$ cat config.mk
export PLATFORM = sky130hd
export DESIGN_NAME = morra_match_sequencer
export DESIGN_NICKNAME = d
export VERILOG_FILES = /design/src/rtl/morra_match_sequencer.sv
export SDC_FILE = /design/constraint.sdc
export NUM_CORES = 1
export LEC_CHECK = 0
export CAP_MARGIN = 20
export CELL_PAD_IN_SITES_DETAIL_PLACEMENT = 1
export CELL_PAD_IN_SITES_GLOBAL_PLACEMENT = 2
export CORE_MARGIN = 8
export CORE_UTILIZATION = 32
export DETAILED_ROUTE_END_ITERATION = 8
export PLACE_DENSITY_LB_ADDON = 0.1
export SYNTH_ARGS = -nofsm -noshare
export SYNTH_HDL_FRONTEND = slang
export SYNTH_SLANG_ARGS = --single-unit
$ cat constraint.sdc
create_clock -name clk -period 3.55 [get_ports clk]
set_input_delay 0.355 -clock clk [delete_from_list [all_inputs] [get_ports clk]]
set_output_delay 0.355 -clock clk [all_outputs]
set_load 0.02 [all_outputs]
$ cat src/rtl/morra_match_sequencer.sv
// morra_match_sequencer: runs one morra cinese match on the game core.
// It configures the core, collects one move per player through independent
// valid/ready slots, issues each pair for one cycle, then counts rounds and
// holds the final outcome until the next start.
module morra_match_sequencer #(
  parameter int unsigned BASE_ROUNDS = 4
) (
  input  logic       clk,
  input  logic       reset,
  input  logic       start,
  input  logic [3:0] cfg_extra,
  input  logic       p1_valid,
  input  logic [1:0] p1_move,
  output logic       p1_ready,
  input  logic       p2_valid,
  input  logic [1:0] p2_move,
  output logic       p2_ready,
  output logic       core_reset,
  output logic [1:0] core_primo,
  output logic [1:0] core_secondo,
  input  logic [1:0] core_manche,
  input  logic [1:0] core_partita,
  output logic       busy,
  output logic       round_done,
  output logic [1:0] round_result,
  output logic       rejected,
  output logic [4:0] round_count,
  output logic       match_done,
  output logic [1:0] match_result
);

  localparam logic [4:0] BASE5 = 5'(BASE_ROUNDS);

  typedef enum logic [2:0] {
    S_IDLE,
    S_CONFIG,
    S_COLLECT,
    S_ISSUE,
    S_WAIT,
    S_DONE
  } state_t;

  state_t     state;
  logic [1:0] slot1;
  logic [1:0] slot2;
  logic       full1;
  logic       full2;
  logic [4:0] cap;

  logic       acc1;
  logic       acc2;
  logic       full1_n;
  logic       full2_n;
  logic [4:0] count_inc;

  // Acceptance per player and slot occupancy as it will be after this edge.
  always_comb begin
    acc1      = (state == S_COLLECT) && p1_valid && p1_ready;
    acc2      = (state == S_COLLECT) && p2_valid && p2_ready;
    full1_n   = full1 | acc1;
    full2_n   = full2 | acc2;
    count_inc = round_count + 5'd1;
  end

  // Match sequencing; every output is registered and reflects the state entered.
  always_ff @(posedge clk) begin
    if (reset) begin
      state        <= S_IDLE;
      slot1        <= '0;
      slot2        <= '0;
      full1        <= 1'b0;
      full2        <= 1'b0;
      cap          <= '0;
      p1_ready     <= 1'b0;
      p2_ready     <= 1'b0;
      core_reset   <= 1'b0;
      core_primo   <= '0;
      core_secondo <= '0;
      busy         <= 1'b0;
      round_done   <= 1'b0;
      round_result <= '0;
      rejected     <= 1'b0;
      round_count  <= '0;
      match_done   <= 1'b0;
      match_result <= '0;
    end else begin
      round_done <= 1'b0;
      rejected   <= 1'b0;
      case (state)
        S_IDLE, S_DONE: begin
          if (start) begin
            state        <= S_CONFIG;
            cap          <= BASE5 + {1'b0, cfg_extra};
            round_count  <= '0;
            match_result <= '0;
            match_done   <= 1'b0;
            busy         <= 1'b1;
            core_reset   <= 1'b1;
            core_primo   <= cfg_extra[3:2];
            core_secondo <= cfg_extra[1:0];
          end
        end
        S_CONFIG: begin
          core_reset   <= 1'b0;
          core_primo   <= '0;
          core_secondo <= '0;
          p1_ready     <= 1'b1;
          p2_ready     <= 1'b1;
          state        <= S_COLLECT;
        end
        S_COLLECT: begin
          if (acc1) begin
            slot1 <= p1_move;
            full1 <= 1'b1;
          end
          if (acc2) begin
            slot2 <= p2_move;
            full2 <= 1'b1;
          end
          p1_ready <= ~full1_n;
          p2_ready <= ~full2_n;
          // The issued pair comes from the slot or, if accepted on this edge, the bus.
          if (full1_n && full2_n) begin
            state        <= S_ISSUE;
            core_primo   <= acc1 ? p1_move : slot1;
            core_secondo <= acc2 ? p2_move : slot2;
          end
        end
        S_ISSUE: begin
          core_primo   <= '0;
          core_secondo <= '0;
          slot1        <= '0;
          slot2        <= '0;
          full1        <= 1'b0;
          full2        <= 1'b0;
          state        <= S_WAIT;
        end
        S_WAIT: begin
          if (core_manche == 2'b00) begin
            rejected <= 1'b1;
            p1_ready <= 1'b1;
            p2_ready <= 1'b1;
            state    <= S_COLLECT;
          end else begin
            round_count  <= count_inc;
            round_result <= core_manche;
            round_done   <= 1'b1;
            if (core_partita != 2'b00) begin
              match_result <= core_partita;
              match_done   <= 1'b1;
              busy         <= 1'b0;
              state        <= S_DONE;
            end else if (count_inc >= cap) begin
              match_result <= 2'b11;
              match_done   <= 1'b1;
              busy         <= 1'b0;
              state        <= S_DONE;
            end else begin
              p1_ready <= 1'b1;
              p2_ready <= 1'b1;
              state    <= S_COLLECT;
            end
          end
        end
        default: state <= S_IDLE;
      endcase
    end
  end

endmodule

# Word level (Yosys, flattened, before mapping)
# Cells that the tools add are included.
word_totals:
  in_bits: 17
  regBits: 34
  output_inout_bits: 20
  word_cells: 112
classes:
  n_reduce_logical: 26
  order_cmp: 1
  n_addsub: 2
  bitwise: 6
  eq_ne: 13
  muxes: 46
op_table:
  columns: ["op", "n"]
  rows:
  - ["$mux 2", 10]
  - ["$mux 1", 15]
  - ["$mux 3", 5]
  - ["$pmux 3 s5", 1]
  - ["$pmux 2 s2", 3]
  - ["$pmux 2 s3", 2]
  - ["$reduce_and 2->1", 6]
  - ["$mux 5", 2]
  - ["$pmux 1 s2", 5]
  - ["$pmux 5 s2", 1]
  - ["$ne 3x3->1 const B", 3]
  - ["$reduce_and 3->1", 3]
  - ["$ne 2x2->1 const B", 4]
  - ["$reduce_bool 2->1", 4]
  - ["$eq 3x2->1 const B", 2]
  - ["$eq 3x3->1 const B", 2]
  - ["$pmux 1 s3", 2]
  - ["$reduce_bool 3->1", 2]
  - ["$reduce_or 2->1", 3]
  - ["$add 3x4->5 const A", 1]
  - ["$add 5x1->5 const B", 1]
  - ["$ge 5x5->1", 1]
  - ["$logic_and 1x1->1", 5]
  - ["$not 1->1", 4]
  - ["6 further kinds", 7]

# Logic depth before layout (Yosys ltp)
depth:
  word_depth: 7
  ltp_mapped: 8
  ltp_nobuf: 8

# Least setup slack after synthesis
# Ideal clock, no wire load.
synth_timing:
  kind: "flip-flop to flip-flop"
  from: "register round_count[0]"
  to: "register state[0]"
  stages_incl_launch_ff: 9
  setup_slack_ns: 1.197
  t_required_ns: 3.416
  period_less_slack_ns: 2.353
  t_arrival_ns: 2.219
  setup_ns: 0.134
  path_buffers: 0
  cell_sequence: "dfxtp_1 ha_1 nand3_1 xnor2_1 ha_1 a2111o_1 a31oi_2 nand2b_2 a311oi_1"
synth_between:
  elab_chain_len: 6
synth_rtl:
  columns: ["item", "line_no", "source"]
  rows:
  - ["start, declared", "27", "output logic [4:0] round_count,"]
  - ["start signal, assigned", "145", "round_count <= count_inc;"]
  - ["$add 5x1->5", "62", "count_inc = round_count + 5'd1;"]
  - ["$ge 5x5->1", "153", "end else if (count_inc >= cap) begin"]
  - ["$mux 3", "153", null]
  - ["$mux 3", "148", "if (core_partita != 2'b00) begin"]
  - ["$mux 3", "139", "if (core_manche == 2'b00) begin"]
  - ["$pmux 3 s5", "89", "case (state)"]
  - ["end signal, assigned", "92", "state <= S_CONFIG;"]
  - ["end signal, assigned", "143", "state <= S_COLLECT;"]
  - ["end signal, assigned", "152", "state <= S_DONE;"]
  - ["end, declared", "43", "state_t state;"]
# No other way between the ends.
# A chain may end at the register's enable or synchronous reset.

# Final worst setup path
layout_timing:
  from: "register round_count[0]"
  to: "register match_result[0]"
layout_between:
  elab_chain_len: 4
layout_rtl:
  columns: ["item", "line_no", "source"]
  rows:
  - ["$add 5x1->5", "62", null]
  - ["$ge 5x5->1", "153", null]
  - ["$ne 3x3->1 (no source line)", null, null]
  - ["$reduce_and 4->1 (no source line)", null, null]
  - ["end signal, assigned", "149", "match_result <= core_partita;"]
  - ["end, declared", "29", "output logic [1:0] match_result"]
# No other way between the ends.

==> impl_summary.md <==
Outcome
The run finished with clean final reports.

Finish
Leaving out fill and tap cells, the most frequent cell in the layout is sky130_fd_sc_hd__clkdlybuf4s50_1. For this run, the post-layout net count is about 260. The end-of-flow core utilization is between 40% and 50%. The library cells used most frequently in the layout, excluding fill and tap cells, are sky130_fd_sc_hd__clkdlybuf4s50_1, sky130_fd_sc_hd__dfxtp_1, sky130_fd_sc_hd__nand2_1. The synthesis-to-finish area growth is 28.7%. Cells with a size suffix above 1 make up 11.0% of the layout. The number of diodes is 0.

Floorplanning
The number of rows created at floorplan is 27. The I/O pin count is 37. The total area inside the core boundary comes to about 5400 sq um. The die outline width is 90.3 um.

The die covers approximately 8200 sq um. For this configuration, the core starts out at a cell density of 32.7%. Measured along the y axis, the die boundary spans about 90 um.

Clocking
In this run the post-CTS setup repair buffer count came out at 0. The latest clock arrival within the worst-skew pair is 0.29 ns. The clock net in this run drives a total of 34 sinks.

For this design, the CTS-stage hold fixing added 0 buffers. The H-tree was split into 2 levels. The clock tree from TritonCTS is yes.

The clock root buffer master is sky130_fd_sc_hd__clkbuf_8. The CTS buffer count is 5. The maximum clock path buffer count is 2. After clock tree synthesis, the clock-pin slew on the worst setup and hold paths is ~0.070 ns.

The number of gates given a new drive strength after cts is 0.

Pwr
The total leakage power is 0.862 nW. The worst-case vdd ir drop is approximately 290 uV. Dividing total power by cell area gives a power density of 502 nW/um^2.

Timing
For the finished layout, the period the worst path requires is 2.45 ns. After routing, the total negative slack on setup checks comes to 0 ns. The achievable frequency is 0.408 GHz. The max-slew violation count came to 0. On the final layout, the worst clock skew is 0.0102 ns.

The total of endpoints with negative setup slack in the final report is 0. The final-layout worst hold slack is 0.452 ns. Setup repair after global routing left no endpoint under its margin. The ratio of final minimum period to clock period is between 60% and 70%. The pin slew with the least headroom to its limit is 0.869 ns.

In this run the tightest slew margin relative to its limit is approximately two fifths. The count of endpoints failing hold in the final timing report is 0.

Worst setup path
Data on the critical path arrives at its endpoint at between 2 and 3 ns. The cell occurring most often along the worst timing path is sky130_fd_sc_hd__ha_1. The largest individual stage delay along the critical path comes from the cell sky130_fd_sc_hd__a2111o_1. The kind of start point of the critical path is a register. In this run the worst path has a maximum fanout of 6. The number of buffers and inverters on the critical path is 0.

The classification of the worst setup path is register to register. Walking the worst path, the cells encountered are ha_1, nand3_1, xnor2_1, ha_1, a2111o_1, a31oi_2, nand2b_2, o32ai_1. The worst path required time is 3.69 ns. The capturing element type of the critical path is a register. The cell family contributing the most delay on the critical path is compound AO/OA/AOI/OAI gates.

On the worst path, the slowest cell contributes a delay of about 0.44 ns.

Min path
The worst hold path class is register to register.

Yosys
The number of nets handed over by synthesis was between 200 and 250. After synthesis, the share of flip-flops with an asynchronous set or reset is 0%. The cell area that synthesis handed to floorplanning was 1770 sq um. Sequential cells were found to cover 38.5% of the synthesized design area.

The most used flip-flop cell after synthesis is sky130_fd_sc_hd__dfxtp_1. Synthesis handed over a netlist of 199 instances. Counting flops with a built-in enable in the synthesized netlist gives 0.

The count of distinct cell types in the synthesized netlist is 50. After synthesis, the mean cell area works out to 8.88 sq um. The total number of yosys warnings is 0. The synthesized design contains 34 register bits.

Global route
The total grt overflow is 0. In the global route stage, overall resource usage came out at 12.2%. The number of global-route vias before repair is 1669.

The initial antenna violation count was 0. The largest net degree at the start of global routing is 25. The global-route wire length before repair is 8.09 mm.

Route
Dividing the detail-routed via count by the number of cells gives 5.08. The first-pass iteration count of the detailed router is 4. The number of antenna-violating nets in the routed design is 0.

The remaining routing DRC violations is 0. The routed design has about 4.8 mm of wire. The violation count after the first detailed-route iteration is 95. The detailed router placed 1566 vias in this run. Dividing the detail-routed wire length by the instance count gives 15.7 um.

Flow run
Across the run, the number of max-cap violations was 0.

Placed design
The HPWL after detailed placement is 3.81 mm. At the end of routability-driven placement, the weighted congestion stood at 0.785. Port buffering added 36 buffers.
tightest hold or removal path: cells and delay by family, from the launching register on:
kind | cells | cell delay [ns]
DFF | 1 | 0.31
and+or+nand+nor | 1 | 0.05
AOI/OAI and AO/OA | 1 | 0.05
cell families after synthesis:
| logic type | Yosys count | share of synthesized area (%) |
|---|---|---|
| adder cells (fa/ha/maj) | 8 | 5.59 |
| XOR/XNOR | 5 | 2.90 |
| buffers and inverters | 18 | 4.81 |
| multiplexers | 10 | 5.81 |
| flip-flops | 34 | 38.5 |
| AO/OA/AOI/OAI | 48 | 19.2 |
| AND/OR/NAND/NOR | 76 | 23.2 |
registers in the layout (all words and copies together) (netlist names):
register and flops:
core_secondo 2, core_reset 1, p1_ready 1, busy 1, p2_ready 1, round_result 2
full1 1, match_result 2, slot2 2, full2 1, state 3, rejected 1
round_done 1, slot1 2, match_done 1, round_count 5, cap 5, core_primo 2
power by group:
group / switching (mW) / internal [mW]
combinational: 0.192 / 0.164
sequential: 0.0598 / 0.421
clock: 0.148 / 0.156
total: 0.400 / 0.741
layout make-up:
class | count | area (sq um)
Fill cell | 652 | 3130
Clock buffer | 6 | 82.6
Inverter | 10 | 38.8
Multi-Input combinational cell | 147 | 1000
Sequential cell | 34 | 681
Timing Repair Buffer | 37 | 368
Clock inverter | 2 | 12.5
Tap cell | 72 | 90.1
cell usage after synthesis, types with 2 or more instances:
master / count / area share, %
sky130_fd_sc_hd__nand2b_1: 4 / 1.4
sky130_fd_sc_hd__o21ai_0: 7 / 2.0
sky130_fd_sc_hd__nand3_1: 3 / 0.85
sky130_fd_sc_hd__a31oi_1: 4 / 1.4
sky130_fd_sc_hd__o21ai_1: 2 / 0.57
sky130_fd_sc_hd__nand2b_4: 2 / 1.6
sky130_fd_sc_hd__clkbuf_1: 3 / 0.64
sky130_fd_sc_hd__and3_1: 4 / 1.4
sky130_fd_sc_hd__inv_1: 9 / 1.9
sky130_fd_sc_hd__nor2b_1: 3 / 1.1
sky130_fd_sc_hd__dfxtp_1: 34 / 39
sky130_fd_sc_hd__nand2_1: 25 / 5.3
sky130_fd_sc_hd__a21oi_1: 17 / 4.8
sky130_fd_sc_hd__mux2_1: 2 / 1.3
sky130_fd_sc_hd__mux2i_1: 8 / 4.5
sky130_fd_sc_hd__a21boi_0: 4 / 1.7
sky130_fd_sc_hd__o32ai_1: 2 / 0.99
sky130_fd_sc_hd__nor2_1: 19 / 4.0
sky130_fd_sc_hd__nor3_1: 4 / 1.1
sky130_fd_sc_hd__a211oi_1: 3 / 1.3
sky130_fd_sc_hd__nor2_2: 2 / 0.71
sky130_fd_sc_hd__xnor2_1: 3 / 1.5
sky130_fd_sc_hd__buf_4: 2 / 0.85
sky130_fd_sc_hd__ha_1: 7 / 5.0
path summary, 6_finish.rpt:
| path | startpoint | endpoint | slack, ns | cells after the start |
|---|---|---|---|---|
| worst max-delay path | round_count[0] | match_result[0] | 1.10 | 8 |
| worst min register to register | slot1[1] | slot1[1] | 0.45 | 2 |
| worst min-delay path | slot1[1] | slot1[1] | 0.45 | 2 |
| worst max register to register | round_count[0] | match_result[0] | 1.10 | 8 |
routing by layer:
metal	vias up	share of wire [%]	GRT usage [%]
met5	-	0	0
met4	0	1.4	4.16
li1	767	-	-
met3	8	3.6	3.24
met1	761	47	14.4
met2	30	48	20.7
through the flow:
step	total power, mW	instance area [sq um]	setup slack [ns]	cells
after floorplan	0.721	1770	1.20	199
after global placement	0.836	2180	1.18	300
after detailed placement	0.848	2180	1.08	300
after CTS	1.15	2270	1.06	308
after global routing	1.21	2270	0.900	308
final	1.14	2270	1.10	308
Power figures use the tool's default switching activity.
